===== src/rtl/bip_seq_control.sv =====
// bip_seq_control: fetch/execute sequencer for a BIP-style accumulator core.
//   clk_i, rst_i (async, active-low)
//   rom_*       : instruction fetch handshake (req held until ack, data valid with ack)
//   z_i, n_i    : accumulator zero / negative flags, sampled in EXEC
//   operand_o, sela_o, selb_o, op_o : datapath selects, decoded from IR in every state
//   wracc_o, wrram_o, enram_o       : datapath strobes, only ever high in EXEC
//   halted_o    : core stopped on HLT (absorbing until reset)
module bip_seq_control #(
  parameter int INSTR_W = 16,
  parameter int OPC_W   = 5,
  parameter int ADDR_W  = 11
) (
  input  logic                       clk_i,
  input  logic                       rst_i,
  output logic [ADDR_W-1:0]          rom_addr_o,
  output logic                       rom_req_o,
  input  logic                       rom_ack_i,
  input  logic [INSTR_W-1:0]         rom_data_i,
  input  logic                       z_i,
  input  logic                       n_i,
  output logic [INSTR_W-OPC_W-1:0]   operand_o,
  output logic [1:0]                 sela_o,
  output logic                       selb_o,
  output logic                       op_o,
  output logic                       wracc_o,
  output logic                       wrram_o,
  output logic                       enram_o,
  output logic                       halted_o
);
  localparam int OPR_W = INSTR_W - OPC_W;

  // Branch targets come from the low operand bits, so the PC cannot be wider.
  if (ADDR_W > OPR_W) begin : g_bad_addr_w
    $error("bip_seq_control: ADDR_W must not exceed INSTR_W-OPC_W");
  end

  localparam logic [OPC_W-1:0] OP_HLT  = OPC_W'(0);
  localparam logic [OPC_W-1:0] OP_STO  = OPC_W'(1);
  localparam logic [OPC_W-1:0] OP_LD   = OPC_W'(2);
  localparam logic [OPC_W-1:0] OP_LDI  = OPC_W'(3);
  localparam logic [OPC_W-1:0] OP_ADD  = OPC_W'(4);
  localparam logic [OPC_W-1:0] OP_ADDI = OPC_W'(5);
  localparam logic [OPC_W-1:0] OP_SUB  = OPC_W'(6);
  localparam logic [OPC_W-1:0] OP_SUBI = OPC_W'(7);
  localparam logic [OPC_W-1:0] OP_BEQ  = OPC_W'(8);
  localparam logic [OPC_W-1:0] OP_BNE  = OPC_W'(9);
  localparam logic [OPC_W-1:0] OP_BGT  = OPC_W'(10);
  localparam logic [OPC_W-1:0] OP_BGE  = OPC_W'(11);
  localparam logic [OPC_W-1:0] OP_BLT  = OPC_W'(12);
  localparam logic [OPC_W-1:0] OP_BLE  = OPC_W'(13);
  localparam logic [OPC_W-1:0] OP_JMP  = OPC_W'(14);

  typedef enum logic [1:0] {S_FETCH, S_EXEC, S_HALT} state_e;

  state_e               state_q, state_d;
  logic [ADDR_W-1:0]    pc_q, pc_d;
  logic [INSTR_W-1:0]   ir_q, ir_d;
  logic [OPC_W-1:0]     opc;
  logic                 taken;
  logic                 wracc, wrram, enram;

  assign opc        = ir_q[INSTR_W-1 -: OPC_W];
  assign operand_o  = ir_q[OPR_W-1:0];
  assign rom_addr_o = pc_q;

  always_ff @(posedge clk_i or negedge rst_i) begin
    if (!rst_i) begin
      state_q <= S_FETCH;
      pc_q    <= '0;
      ir_q    <= '0;
    end else begin
      state_q <= state_d;
      pc_q    <= pc_d;
      ir_q    <= ir_d;
    end
  end

  // Datapath selects and raw strobes from the IR; strobes gated by state below.
  always_comb begin
    sela_o = 2'b00;
    selb_o = 1'b0;
    op_o   = 1'b0;
    wracc  = 1'b0;
    wrram  = 1'b0;
    enram  = 1'b0;
    case (opc)
      OP_STO:  wrram = 1'b1;
      OP_LD:   begin enram = 1'b1; wracc = 1'b1; end
      OP_LDI:  begin wracc = 1'b1; sela_o = 2'b01; end
      OP_ADD:  begin enram = 1'b1; wracc = 1'b1; sela_o = 2'b10; end
      OP_ADDI: begin selb_o = 1'b1; wracc = 1'b1; sela_o = 2'b10; end
      OP_SUB:  begin enram = 1'b1; wracc = 1'b1; sela_o = 2'b10; op_o = 1'b1; end
      OP_SUBI: begin selb_o = 1'b1; wracc = 1'b1; sela_o = 2'b10; op_o = 1'b1; end
      default: ;
    endcase
  end

  always_comb begin
    taken = 1'b0;
    case (opc)
      OP_BEQ:  taken = z_i;
      OP_BNE:  taken = !z_i;
      OP_BGT:  taken = !z_i && !n_i;
      OP_BGE:  taken = !n_i;
      OP_BLT:  taken = n_i;
      OP_BLE:  taken = z_i || n_i;
      OP_JMP:  taken = 1'b1;
      default: taken = 1'b0;
    endcase
  end

  always_comb begin
    state_d   = state_q;
    pc_d      = pc_q;
    ir_d      = ir_q;
    rom_req_o = 1'b0;
    halted_o  = 1'b0;
    wracc_o   = 1'b0;
    wrram_o   = 1'b0;
    enram_o   = 1'b0;
    case (state_q)
      S_FETCH: begin
        rom_req_o = 1'b1;
        if (rom_ack_i) begin
          ir_d    = rom_data_i;
          state_d = S_EXEC;
        end
      end
      S_EXEC: begin
        wracc_o = wracc;
        wrram_o = wrram;
        enram_o = enram;
        if (opc == OP_HLT) begin
          state_d = S_HALT;
        end else begin
          pc_d    = taken ? ir_q[ADDR_W-1:0] : pc_q + ADDR_W'(1);
          state_d = S_FETCH;
        end
      end
      S_HALT:  halted_o = 1'b1;
      default: state_d = S_FETCH;
    endcase
  end

endmodule


===== config.mk =====
export PLATFORM = sky130hd
export DESIGN_NAME = bip_seq_control
export DESIGN_NICKNAME = d
export VERILOG_FILES = /design/src/rtl/bip_seq_control.sv
export SDC_FILE = /design/constraint.sdc
export NUM_CORES = 1
export LEC_CHECK = 0
export ABC_AREA = 1
export CAP_MARGIN = 20
export CELL_PAD_IN_SITES_DETAIL_PLACEMENT = 1
export CELL_PAD_IN_SITES_GLOBAL_PLACEMENT = 2
export CORE_MARGIN = 8
export CORE_UTILIZATION = 25
export CTS_BUF_LIST = sky130_fd_sc_hd__clkbuf_4
export DETAILED_ROUTE_END_ITERATION = 8
export GPL_ROUTABILITY_DRIVEN = 0
export PLACE_DENSITY = 0.88
export SLEW_MARGIN = 20
export SYNTH_ARGS = -nofsm -noshare
export SYNTH_HDL_FRONTEND = slang
export SYNTH_SLANG_ARGS = --single-unit

===== constraint.sdc =====
create_clock -name clk_i -period 2.4 [get_ports clk_i]
set_input_delay 0.6 -clock clk_i [delete_from_list [all_inputs] [get_ports clk_i]]
set_output_delay 0.6 -clock clk_i [all_outputs]
set_load 0.03 [all_outputs]

==> summary.md, run 1 <==
The run finished with clean final reports. At the later pin of the worst-skew pair, clock insertion delay measures 0.33 ns. The tools report the destination of the worst hold path as rom_addr_o[10]$_DFFE_PN0P_. Yosys attributes the largest share of cell area to dfrtp_1 (43%), nand2_1 (18%), nand3_1 (8.2%), inv_1 (6.2%), buf_4 (5.7%). Max-cap violations in this run came to 0. Startpoint of the lowest-slack hold path: rom_addr_o[10]$_DFFE_PN0P_.

The detailed-placement wirelength estimate came out at 3966 um. The top fanout value on the critical path is 4. The tools report the post-place instance area as 2228 um^2. With fillers left out, the area of the finished cells amounts to 2272 um^2. The setup path with the least slack is of type reg -> out. Kind of path behind the tightest hold check: reg -> reg. Final-report setup violation count: 0. From bottom edge to top edge, the die measures 98.62 um. The I/O pin count was 52; the final critical-path required period was 2.224 ns. Walking the worst path, the cells encountered are nor3_2 -> inv_1 -> nor4_1 -> dlygate4sd1_1. The number of pins with negative max-slew slack in the final report was 0.

The buffer type at the clock tree root is clkbuf_4. Yosys mapped the design onto 22 distinct sky130hd cell types. The number of cells on the worst reg-to-reg path is 7.

For this run, asynchronously set or reset flops after synthesis account for 100.0%. The biggest area consumer among synthesized cells is dfrtp_1. The area growth from synthesis to layout came out at 33.14%.

Number of antenna violations at the first check in global routing: 0. The floorplan has 30 rows. After clock tree synthesis, the flow added hold-fix buffers numbering 0.

Input and output buffers added on the ports amount to 51. The endpoint identified for the worst register-to-register timing path is rom_addr_o[1]$_DFFE_PN0P_. The worst pin sits at a relative slew slack of 74.56%. In the final design database the tool counted 302 nets.

The first global-routing pass estimated 8549 um of wire. The worst setup path is captured at an output port. The register-to-register path setup slack was 0.80 ns; the power per unit of standard cell area was 1401 nW/um^2. The mapped netlist covers 1707 um^2. Area fraction of the dominant cell type after synthesis: 42.52%.

The initial cell density of the core is 25.40%, and the global routing usage summed across all routing layers is 10.95%. Buffers inserted during clock tree synthesis total 5. The run gives 0.4496 GHz as the highest attainable clock frequency. In the post-synthesis netlist, the cell with the most instances is nand2_1.

The H-tree was split into 2 levels. The run gives 1.80 ns as the required arrival time at the worst endpoint. Counting every instance in the synthesized netlist gives 235. The worst hold path passes through 2 cells.

The horizontal extent of the die works out to 98.62 um. For this run, design rule violations remaining after detail routing come to 0. In the post-route analysis, the smallest setup slack over all paths is 0.1760 ns.

The overflow left after global routing was 0; the pin count of the biggest net entering global routing was 30. After clock tree synthesis, the clock-pin slew on the worst setup and hold paths is 0.09 ns. Counting flops and latches in the post-synthesis netlist gives 29. TritonCTS built the clock tree. Highest-delay cell along the critical path: dfrtp_1. Setup TNS: 0 ns. The reg-to-reg critical path startpoint is ir_q[15]$_DFFE_PN0P_. The number of buffers on the longest clock path was 2. By count the netlist is led by nand2_1 (81), dfrtp_1 (29), inv_1 (28), nand3_1 (28), o21ai_0 (16).

Cells with a size suffix above 1 make up 7.500% of the layout. The logs give 0 for the final number of hold-violating endpoints and 1768 for the number of global-route vias before repair. Setup repair after global routing left no endpoint under its margin.

The dominant register cell in the synthesized netlist was dfrtp_1. Summed over all layers, the routed wires come to 4983 um. The average via count per standard cell came out at 4.500. At the pin with the least slew margin, the transition time is 0.3816 ns.

During synthesis, Yosys emitted a total of 0 warnings. The die covers 9726 um^2. Leakage dissipation: 1.132 nW. The mean routed wirelength per cell was 13.84 um; the first-pass iteration count of the detailed router was 4. Total via count after detailed routing: 1620. The layout has 846 filler cells. The multi-input combinational cells in the finished layout cover a total of 734.5 um^2. Worst slack at placement: 0.2020 ns. In this run, the number of DRC markers left after iteration 0 of detailed routing was 44. The critical path's largest stage delay was 0.44 ns; the number of flops mapped to enable cells by yosys was 0. The post-synthesis area per instance was 7.262 um^2; the core outline area was 6719 um^2.

The buffer and inverter count on the worst path is 2. The run gives 0.004963 ns as the final setup skew. The worst-case IR drop observed on VDD is 0.5284 mV.

The tools report the portion of the post-synthesis area used by sequential elements as 42.52%. The type of origin of the critical path was a register. The dominant delay contributor by cell family on the critical path was buffers and inverters. For the arrival time at the worst endpoint, the log shows 1.62 ns. The run gives 29 as the number of sinks driven by the clock tree. Registers take 725.7 um^2. The post-route fraction of the period consumed by the critical path is 92.67%.

The detail route stage leaves a number of antenna-violating nets equal to 0. When the netlist entered floorplanning its net count stood at 257. The number of antenna diodes in the final layout is 0.
## worst max path at each step
stage | slack [ns] | from | endpoint | depth (start not counted)
6_report | 0.18 | ir_q[15]$_DFFE_PN0P_ | wrram_o | 4
5_1_grt | 0.007 | ir_q[15]$_DFFE_PN0P_ | wrram_o | 4
2_1_floorplan | 0.25 | ir_q[15]$_DFFE_PN0P_ | wrram_o | 3
3_3_place_gp | 0.24 | ir_q[15]$_DFFE_PN0P_ | wrram_o | 4
3_5_place_dp | 0.20 | ir_q[15]$_DFFE_PN0P_ | wrram_o | 4
4_1_cts | 0.02 | ir_q[15]$_DFFE_PN0P_ | sela_o[1] | 4
## sequential cells by signal, indices dropped and copies added, names as in the netlist
signal,flops
rom_addr_o,11
state_q,2
ir_q,16
## stage by stage
stage                     cells  hold slack, ns  power [mW]  util [%]
final                       360          0.5628       3.184     33.82
after global routing        360          0.6077       3.470     33.82
after CTS                   360          0.5675       3.241     33.78
after detailed placement    353          0.5483       2.959     33.17
after global placement      353          0.5322       2.906     33.17
after floorplan             235          0.3044       2.310         -
## where the power goes
part	switching [mW]	total (mW)	internal, mW
Sequential	0.246	0.965	0.719
Combinational	1.20	1.93	0.727
Clock	0.171	0.289	0.117
## worst min-delay path: stages (launching register included)
cell	delay [ns]
dfrtp_1	0.40
nand2_1	0.07
nand2_1	0.06
## final cells by class
class / instances / area share, %
flip-flops and latches: 29 / 31.94
clock inverters: 1 / 0.1652
clock buffers: 6 / 1.982
repair buffers: 57 / 24.23
well taps: 80 / 4.405
multi-input cells: 157 / 32.32
inverters: 30 / 4.956
## cell families after synthesis
kind of cell	synth area share [%]
xor gates and xnor gates	2.566
buffers and inverters	14.44
DFF	42.52
and+or+nand+nor	32.99
AOI/OAI and AO/OA	6.745
adders and majority gates	0.7330
## cells in the final DEF (no fill, tap or decap), drive strengths merged, types with 5 or more instances in the layout
master,synthesis,routed
clkbuf,0,6
buf,19,6
nand3,31,31
nor2,14,14
clkdlybuf4s50,0,44
dlygate4sd2,0,5
inv,30,30
nand2,81,81
dfrtp,29,29
o21ai,16,16
## metal layers
layer / track usage (%) / part of all wire, %
met2: 19.57 / 51
met5: 0 / 0
met3: 2.748 / 4.0
met1: 12.13 / 43
met4: 4.250 / 1.6
## repair_timing
item,CTS,global route
endpoints found under the setup margin,6,2
setup buffers,0,0
gates resized for setup,6,3
cloned,0,0
Power figures use the tool's default switching activity.
==> inputs of run 2 (changes only) <==
--- a/config.mk
+++ b/config.mk
@@ -15,7 +15,7 @@
 export DETAILED_ROUTE_END_ITERATION = 8
 export GPL_ROUTABILITY_DRIVEN = 0
 export PLACE_DENSITY = 0.88
-export SLEW_MARGIN = 20
+export SLEW_MARGIN = 40
 export SYNTH_ARGS = -nofsm -noshare
 export SYNTH_HDL_FRONTEND = slang
 export SYNTH_SLANG_ARGS = --single-unit
==> results of run 2 <==
The final DEF is identical to that of run 1; final timing and power are the same.
==> inputs of run 3 (changes only) <==
--- a/config.mk
+++ b/config.mk
@@ -15,7 +15,6 @@
 export DETAILED_ROUTE_END_ITERATION = 8
 export GPL_ROUTABILITY_DRIVEN = 0
 export PLACE_DENSITY = 0.88
-export SLEW_MARGIN = 40
 export SYNTH_ARGS = -nofsm -noshare
 export SYNTH_HDL_FRONTEND = slang
 export SYNTH_SLANG_ARGS = --single-unit
==> results of run 3 <==
The final DEF is identical to that of run 1; final timing and power are the same.
